`config.mk`:
```
export PLATFORM = sky130hd
export DESIGN_NAME = adc_capture_window
export DESIGN_NICKNAME = d
export VERILOG_FILES = /design/src/rtl/adc_capture_window.sv
export SDC_FILE = /design/constraint.sdc
export NUM_CORES = 1
export LEC_CHECK = 0
export ABC_AREA = 1
export BUFFER_PORTS_ARGS = -buffer_cell sky130_fd_sc_hd__buf_2
export CORE_MARGIN = 2
export CORE_UTILIZATION = 40
export CTS_BUF_LIST = sky130_fd_sc_hd__clkbuf_4
export DETAILED_ROUTE_END_ITERATION = 8
export GPL_ROUTABILITY_DRIVEN = 0
export PLACE_DENSITY_LB_ADDON = 0.05
export SLEW_MARGIN = 20
export SYNTH_ARGS = -nofsm -noshare
export SYNTH_HDL_FRONTEND = slang
export SYNTH_SLANG_ARGS = --single-unit
```
`constraint.sdc`:
```
create_clock -name Clock -period 3.55 [get_ports Clock]
set_input_delay 0.355 -clock Clock [delete_from_list [all_inputs] [get_ports Clock]]
set_output_delay 0.355 -clock Clock [all_outputs]
set_load 0.01 [all_outputs]
```
`src/rtl/adc_capture_window.sv`:
```
// adc_capture_window: pre/post-trigger capture controller between the ADC input registers and the FIFO write port
// Ports:
//   Clock, Reset      ADC word clock, asynchronous active-high reset
//   DataIn[31:0]      ADC word {DQD, DQ, DID, DI}, four 8-bit lanes
//   threshold[7:0]    unsigned level; a lane hits when its sample < threshold
//   postCount         post-trigger word count, latched at the trigger
//   arm, abort        start a capture sequence / return to IDLE
//   forceTrigger      trigger pulse honoured while ARMED
//   fifoFull          FIFO cannot accept a write this cycle
//   DataOut[31:0]     word delayed by 2^PRE_LOG2 edges
//   WriteStrobe       FIFO write enable
//   triggered         one-cycle pulse when a trigger is accepted
//   overflow          sticky: a word was dropped because the FIFO was full
//   State[1:0]        0 IDLE, 1 FILL, 2 ARMED, 3 CAPTURE
// Option: define ADC_CAPTURE_REARM_EN to return to ARMED after each record for continuous capture.
module adc_capture_window #(
    parameter int PRE_LOG2 = 4,
    parameter int POST_W   = 12
) (
    input  logic              Clock,
    input  logic              Reset,
    input  logic [31:0]       DataIn,
    input  logic [7:0]        threshold,
    input  logic [POST_W-1:0] postCount,
    input  logic              arm,
    input  logic              abort,
    input  logic              forceTrigger,
    input  logic              fifoFull,
    output logic [31:0]       DataOut,
    output logic              WriteStrobe,
    output logic              triggered,
    output logic              overflow,
    output logic [1:0]        State
);
    localparam int DEPTH = 1 << PRE_LOG2;
    localparam logic [POST_W:0] LAST = (POST_W + 1)'(1);

    typedef enum logic [1:0] {IDLE = 2'd0, FILL = 2'd1, ARMED = 2'd2, CAPTURE = 2'd3} state_t;

`ifdef ADC_CAPTURE_REARM_EN
    localparam state_t DONE = ARMED;
`else
    localparam state_t DONE = IDLE;
`endif

    state_t              state;
    logic [31:0]         dl [DEPTH];
    logic [PRE_LOG2-1:0] fill_cnt;
    logic [POST_W:0]     wr_cnt;
    logic [POST_W:0]     wr_len;
    logic                level_hit;

    assign level_hit = (DataIn[31:24] < threshold) || (DataIn[23:16] < threshold) ||
                       (DataIn[15:8] < threshold) || (DataIn[7:0] < threshold);
    // One extra bit keeps 2^PRE_LOG2 + max postCount from wrapping.
    assign wr_len = (POST_W + 1)'(DEPTH) + {1'b0, postCount};
    // Combinational so a full FIFO drops the word in the same cycle and reset kills the strobe at once.
    assign WriteStrobe = (state == CAPTURE) && !fifoFull;
    assign State = state;

    // History is never strobed out before FILL has refreshed it, so it needs no reset.
    always_ff @(posedge Clock) begin
        dl[0] <= DataIn;
        for (int i = 1; i < DEPTH; i++) dl[i] <= dl[i-1];
    end

    always_ff @(posedge Clock or posedge Reset) begin
        if (Reset) begin
            state     <= IDLE;
            DataOut   <= '0;
            triggered <= 1'b0;
            overflow  <= 1'b0;
            fill_cnt  <= '0;
            wr_cnt    <= '0;
        end else begin
            DataOut   <= dl[DEPTH-1];
            triggered <= 1'b0;
            if (state == CAPTURE && fifoFull) overflow <= 1'b1;
            if (abort) state <= IDLE;
            else case (state)
                IDLE: if (arm) begin
                    state    <= FILL;
                    overflow <= 1'b0;
                    fill_cnt <= '0;
                end
                FILL: begin
                    fill_cnt <= fill_cnt + 1'b1;
                    if (&fill_cnt) state <= ARMED;
                end
                ARMED: if (level_hit || forceTrigger) begin
                    state     <= CAPTURE;
                    triggered <= 1'b1;
                    wr_cnt    <= wr_len;
                end
                CAPTURE: begin
                    wr_cnt <= wr_cnt - 1'b1;
                    if (wr_cnt == LAST) state <= DONE;
                end
            endcase
        end
    end
endmodule

```
======== After elaboration in Yosys (flattened, before gate mapping) ========
Memory sizes are Yosys's and may differ from the RTL's. A register that Yosys moved wholly into a read port is not among the register bits.
Cells that the tools add are included.
storage, ports and cells
  output and inout bits ................... 37
  RAM bits ................................ 512
  register bits ........................... 21
  memories ................................ 1
  logic and storage cells ................. 55
  input port bits ......................... 58
memory list
  memory  words  bits a word  rd ports  clocked after Yosys merged registers in  write ports  RTL line  text
  dl      16     32           16        1                                        16           47        logic [31:0] dl [DEPTH];
cells by class
  $lt $le $gt $ge ......................... 4
  bitwise operators ....................... 1
  muxes and demuxes ....................... 17
  add/sub/neg operators ................... 3
  reduce and logical (&&, ||, !) cells .... 14
  equality and inequality tests ........... 10
operator list
  kind                   count
  $lt 8x8->1             4
  $pmux 13 s2            1
  $add 5x12->13 const A  1
  $eq 13x1->1 const B    1
  $mux 13                1
  $sub 13x1->13 const B  1
  $mux 2                 5
  $ne 3x3->1 const B     3
  $pmux 2 s4             1
  $pmux 4 s2             1
  $reduce_and 4->1       2
  $mux 1                 7
  $reduce_and 3->1       2
  $add 4x1->4 const B    1
  $eq 2x2->1 const B     2
  $logic_or 1x1->1       4
  $mux 4                 1
  $ne 2x2->1 const B     2
  $reduce_bool 2->1      2
  $ne 3x2->1 const B     1
  $eq 2x1->1 const B     1
  $logic_and 1x1->1      2
  $logic_not 2->1        1
  $logic_not 1->1        1
  $not 1->1              1

======== Longest topological paths before layout ========
  word-level depth ........................ 8
  gate-level depth with buffers ........... 16
  gate-level depth less buffers ........... 15

======== Worst setup path before layout ========
No wires, ideal clock.
  path kind ............................... in2reg
  from .................................... in threshold[7]
  to ...................................... reg wr_cnt[6]
  required time ........................... 3433 ps
  stages on the path ...................... 11
  slack ................................... 1869 ps
  setup time .............................. 117 ps
  data arrival time ....................... 1564 ps
  cells stage by stage .................... inv_1 ha_1 nand2_1 o21a_1 a21oi_2 nand3_2 nand2_4 nand2_4 buf_6 nand2_1 nand2_1
between the ends
  cells in the longest elaborated chain, start to end .. 7
RTL lines
  element                         RTL line  text
  start: declaration              23        input logic [7:0] threshold,
  $lt 8x8->1                      53        assign level_hit = (DataIn[31:24] < threshold) || (DataIn[23:16] < threshold) ||
  $logic_or 1x1->1 (2 in series)  53
  $logic_or 1x1->1 *              54        (DataIn[15:8] < threshold) || (DataIn[7:0] < threshold);
  $logic_or 1x1->1 *              90        ARMED: if (level_hit || forceTrigger) begin
  $ne 2x2->1 (no line) *          --
  $reduce_and 3->1 (no line) *    --
  end signal: assignment          93        wr_cnt <= wr_len;
  end signal: assignment          96        wr_cnt <= wr_cnt - 1'b1;
  end: declaration                49        logic [POST_W:0] wr_cnt;
Mark *: on every way between the ends. The rest lies on a longest branch, timed or not.
A chain may end at the register's enable or synchronous reset.

======== Worst setup path after layout ========
  from .................................... reg state[0] (netlist: State[0])
  to ...................................... out WriteStrobe
between the ends
  cells in the longest elaborated chain, start to end .. 2
RTL lines
  element                   RTL line  text
  start: declaration        46        state_t state;
  start signal: assignment  69        state <= IDLE;
  start signal: assignment  79        if (abort) state <= IDLE;
  start signal: assignment  82        state <= FILL;
  $eq 2x2->1                58        assign WriteStrobe = (state == CAPTURE) && !fifoFull;
  $logic_and 1x1->1         58
  end: declaration          30        output logic WriteStrobe,
No other way between the ends.

==> results.py <==
metrics = {
    "drt": {
        "postRouteWirelength_mm": 15.6,
        "wl_per_cell_um": 9.26,
        "ant_nets": 0,
        "drtIter0Drc": 245,
        "drtPass1Iterations": 4,
        "drc": 0,
        "drt-vias-per-instance": 3.75,
        "vias": 6316,
    },
    "die": {
        "row_count": 66,
        "initial_core_util": 0.407,
        "chipHeight_um": 186,
        "io_pins": 95,
        "dieWidth_um": 186,
        "coreArea_mm2": 0.0326,
        "dieArea_mm2": 0.0347,
    },
    "logic_synthesis": {
        "synthCells": 880,
        "synthDistinctLibCells": 31,
        "synth.avg_cell_area_um2": 15.1,
        "ys_ff_latch": 565,
        "ys.flop_type": "dfxtp_1",
        "synth_seq_area_share": 0.872,
        "synth_nets": 974,
        "synth_warnings": 0,
        "syn-cell-area_mm2": 0.0133,
        "synth-edff-count": 0,
        "async_flop_share": 0.0938,
    },
    "cts": {
        "htreeDepth": 4,
        "cts.path.max_buffers": 3,
        "cts_tree": "built",
        "cts_setup_buffers": 0,
        "numCtsBuffers": 138,
        "clockRootBuffer": "clkbuf_4",
        "clock_latency_ns": 0.73,
        "numClockSinks": 565,
        "path_clk_slew_ns": 0.06,
    },
    "timing": {
        "worst_slew_pin_slew_ns": 0.719,
        "hold_viol_final": 0,
        "finalSetupViolations": 0,
        "drv_slew": 0,
        "fin_crit_ns": 2.79,
        "setup_slack_ns": 0.757,
        "fin_crit_sh": 0.787,
        "fmax_mhz": 358,
        "slew-limit-headroom": 0.520,
        "skew_ns": 0.0384,
        "rsz0062_at_grt": "no",
        "setup-tns-final_ns": 0,
    },
    "power": {
        "clkPwrFrac": 0.399,
        "pwr-share-seq": 0.548,
        "powerDensity_mw_per_mm2": 770,
        "power.leakage_nw": 7.56,
        "switchingPower_w": 0.00279,
        "p_sw_frac": 0.220,
        "p_int_w": 0.00988,
        "ir_drop_mv": 0.370,
        "combPwrFrac": 0.053,
        "total_power_w": 0.0127,
    },
    "critical_path": {
        "reg2regPathDepth": 7,
        "cp_max_fo": 17,
        "crit_path_end_kind": "output pin",
        "arrival_ns": 2.44,
        "cp-start-kind": "flip-flop",
        "crit_required_ns": 3.19,
        "path_class": "reg -> out",
    },
    "run_status": {
        "status": "finished, final reports clean",
    },
    "place": {
        "portBuffers": 94,
        "place_hpwl_mm": 8.98,
        "placed_cells": 1412,
        "preCtsSetupSlack_ns": 1.08,
    },
    "hold_path": {
        "hp-class": "in -> reg",
        "holdPathStages": 4,
    },
    "job": {
        "cap_violations": 0,
    },
    "layout": {
        "layout.cells.non_filler": 1686,
        "fin_nets": 1247,
        "layout_commonest_cell": "dfxtp_1",
        "fillerInstances": 2881,
        "area_delta_synth_final_pct": 23.9,
        "drive_above_1_share": 0.249,
        "mostFrequentLayoutCells": "512 x dfxtp_1, 189 x clkbuf_4, 98 x nand2_1, 94 x buf_2, 53 x dfrtp_1",
    },
    "global_route": {
        "first_global_vias": 6302,
        "grt_antenna_before_repair": 1,
        "grt_first_pass_wirelength_mm": 26.5,
        "grt_usage": 0.0971,
        "grt_max_degree": 34,
        "grt_overflow": 0,
    },
}
[final timing paths]
check | slack, ns | to | start
min in group asynchronous | 0.29 | DataOut[0] | Reset
max in group asynchronous | 2.44 | fill_cnt[2] | Reset
max | 0.76 | WriteStrobe | State[0]
max reg2reg | 1.10 | wr_cnt[2] | State[0]
min | 0.08 | overflow | fifoFull
min reg2reg | 0.29 | dl[13][17] | dl[12][17]
[worst max-delay path, stage by stage, from the launching register on]
cell	delay, ns
dfrtp_1	0.42
ha_1	0.46
clkinv_1	0.50
nor2_1	0.19
buf_2	0.15
[per-stage QoR]
stage | hold slack [ns] | utilization | instance area (um2)
6_report | 0.0837 | 0.504 | 16400
5_1_grt | 0.0654 | 0.504 | 16400
4_1_cts | 0.0157 | 0.504 | 16400
3_5_place_dp | 0.312 | 0.438 | 14300
3_3_place_gp | 0.309 | 0.438 | 14300
2_1_floorplan | 0.310 | - | 13300
[layout make-up]
type / count / area [um2] / share of cell area
sequential: 565 / 11600 / 0.704
multi-input combinational: 257 / 1470 / 0.0891
clock buffer: 189 / 1420 / 0.0863
timing repair buffer: 138 / 908 / 0.0552
tap: 442 / 553 / 0.0336
clock inverter: 41 / 325 / 0.0198
inverter: 53 / 199 / 0.0121
antenna: 1 / 2.50 / 0.000152
[flip-flops by register name, summed over array words and instances (netlist names)]
| name | count |
|---|---|
| fill_cnt | 4 |
| State | 2 |
| dl | 512 |
| overflow | 1 |
| DataOut | 32 |
| wr_cnt | 13 |
| triggered | 1 |
[layer usage]
layer,share of wire,global-route usage,routed length [um]
met5,0,0,0
met4,0.025,0.0734,384
met3,0.072,0.0471,1120
met2,0.42,0.137,6550
met1,0.48,0.114,7560
[power groups by stage]
| stage | sequential, W | combinational, W | clock, W |
|---|---|---|---|
| 3_5_place_dp | 0.00708 | 0.000643 | 0 |
| 2_1_floorplan | 0.00705 | 0.000443 | 0 |
| 4_1_cts | 0.00695 | 0.000685 | 0.00535 |
| 6_report | 0.00695 | 0.000674 | 0.00505 |
| 3_3_place_gp | 0.00708 | 0.000632 | 0 |
| 5_1_grt | 0.00699 | 0.000799 | 0.00570 |
[kinds of logic (layout without fill, tap and decap cells)]
group / after synthesis / in the layout / share of synthesized area
AND/OR/NAND/NOR: 175 / 175 / 0.0561
adder cells (fa/ha/maj): 36 / 36 / 0.0339
other: 0 / 1 / 0
XOR/XNOR: 6 / 6 / 0.00396
buffers and inverters: 58 / 421 / 0.0173
flip-flops: 565 / 565 / 0.872
AO/OA/AOI/OAI: 40 / 40 / 0.0165
[Yosys cell counts, types with 3 or more instances]
cell      number  area (um2)
dfxtp_1      512       10200
dfrtp_1       53        1330
o21ai_1        4        20.0
xor2_1         4        35.0
nor3_1         7        35.0
clkbuf_1       3        11.3
ha_1          36         450
nor2_1        30         113
nand3_1       30         150
inv_1         52         195
nand2_1       98         368
a21oi_1       20         100
o21ai_0        8        40.0
[repair_timing]
action | CTS | global route
resized for setup | 0 | 0
hold buffers | 43 | 0
endpoints found under the hold margin | 75 | 0
No activity file was read; power rests on OpenSTA's default activity.
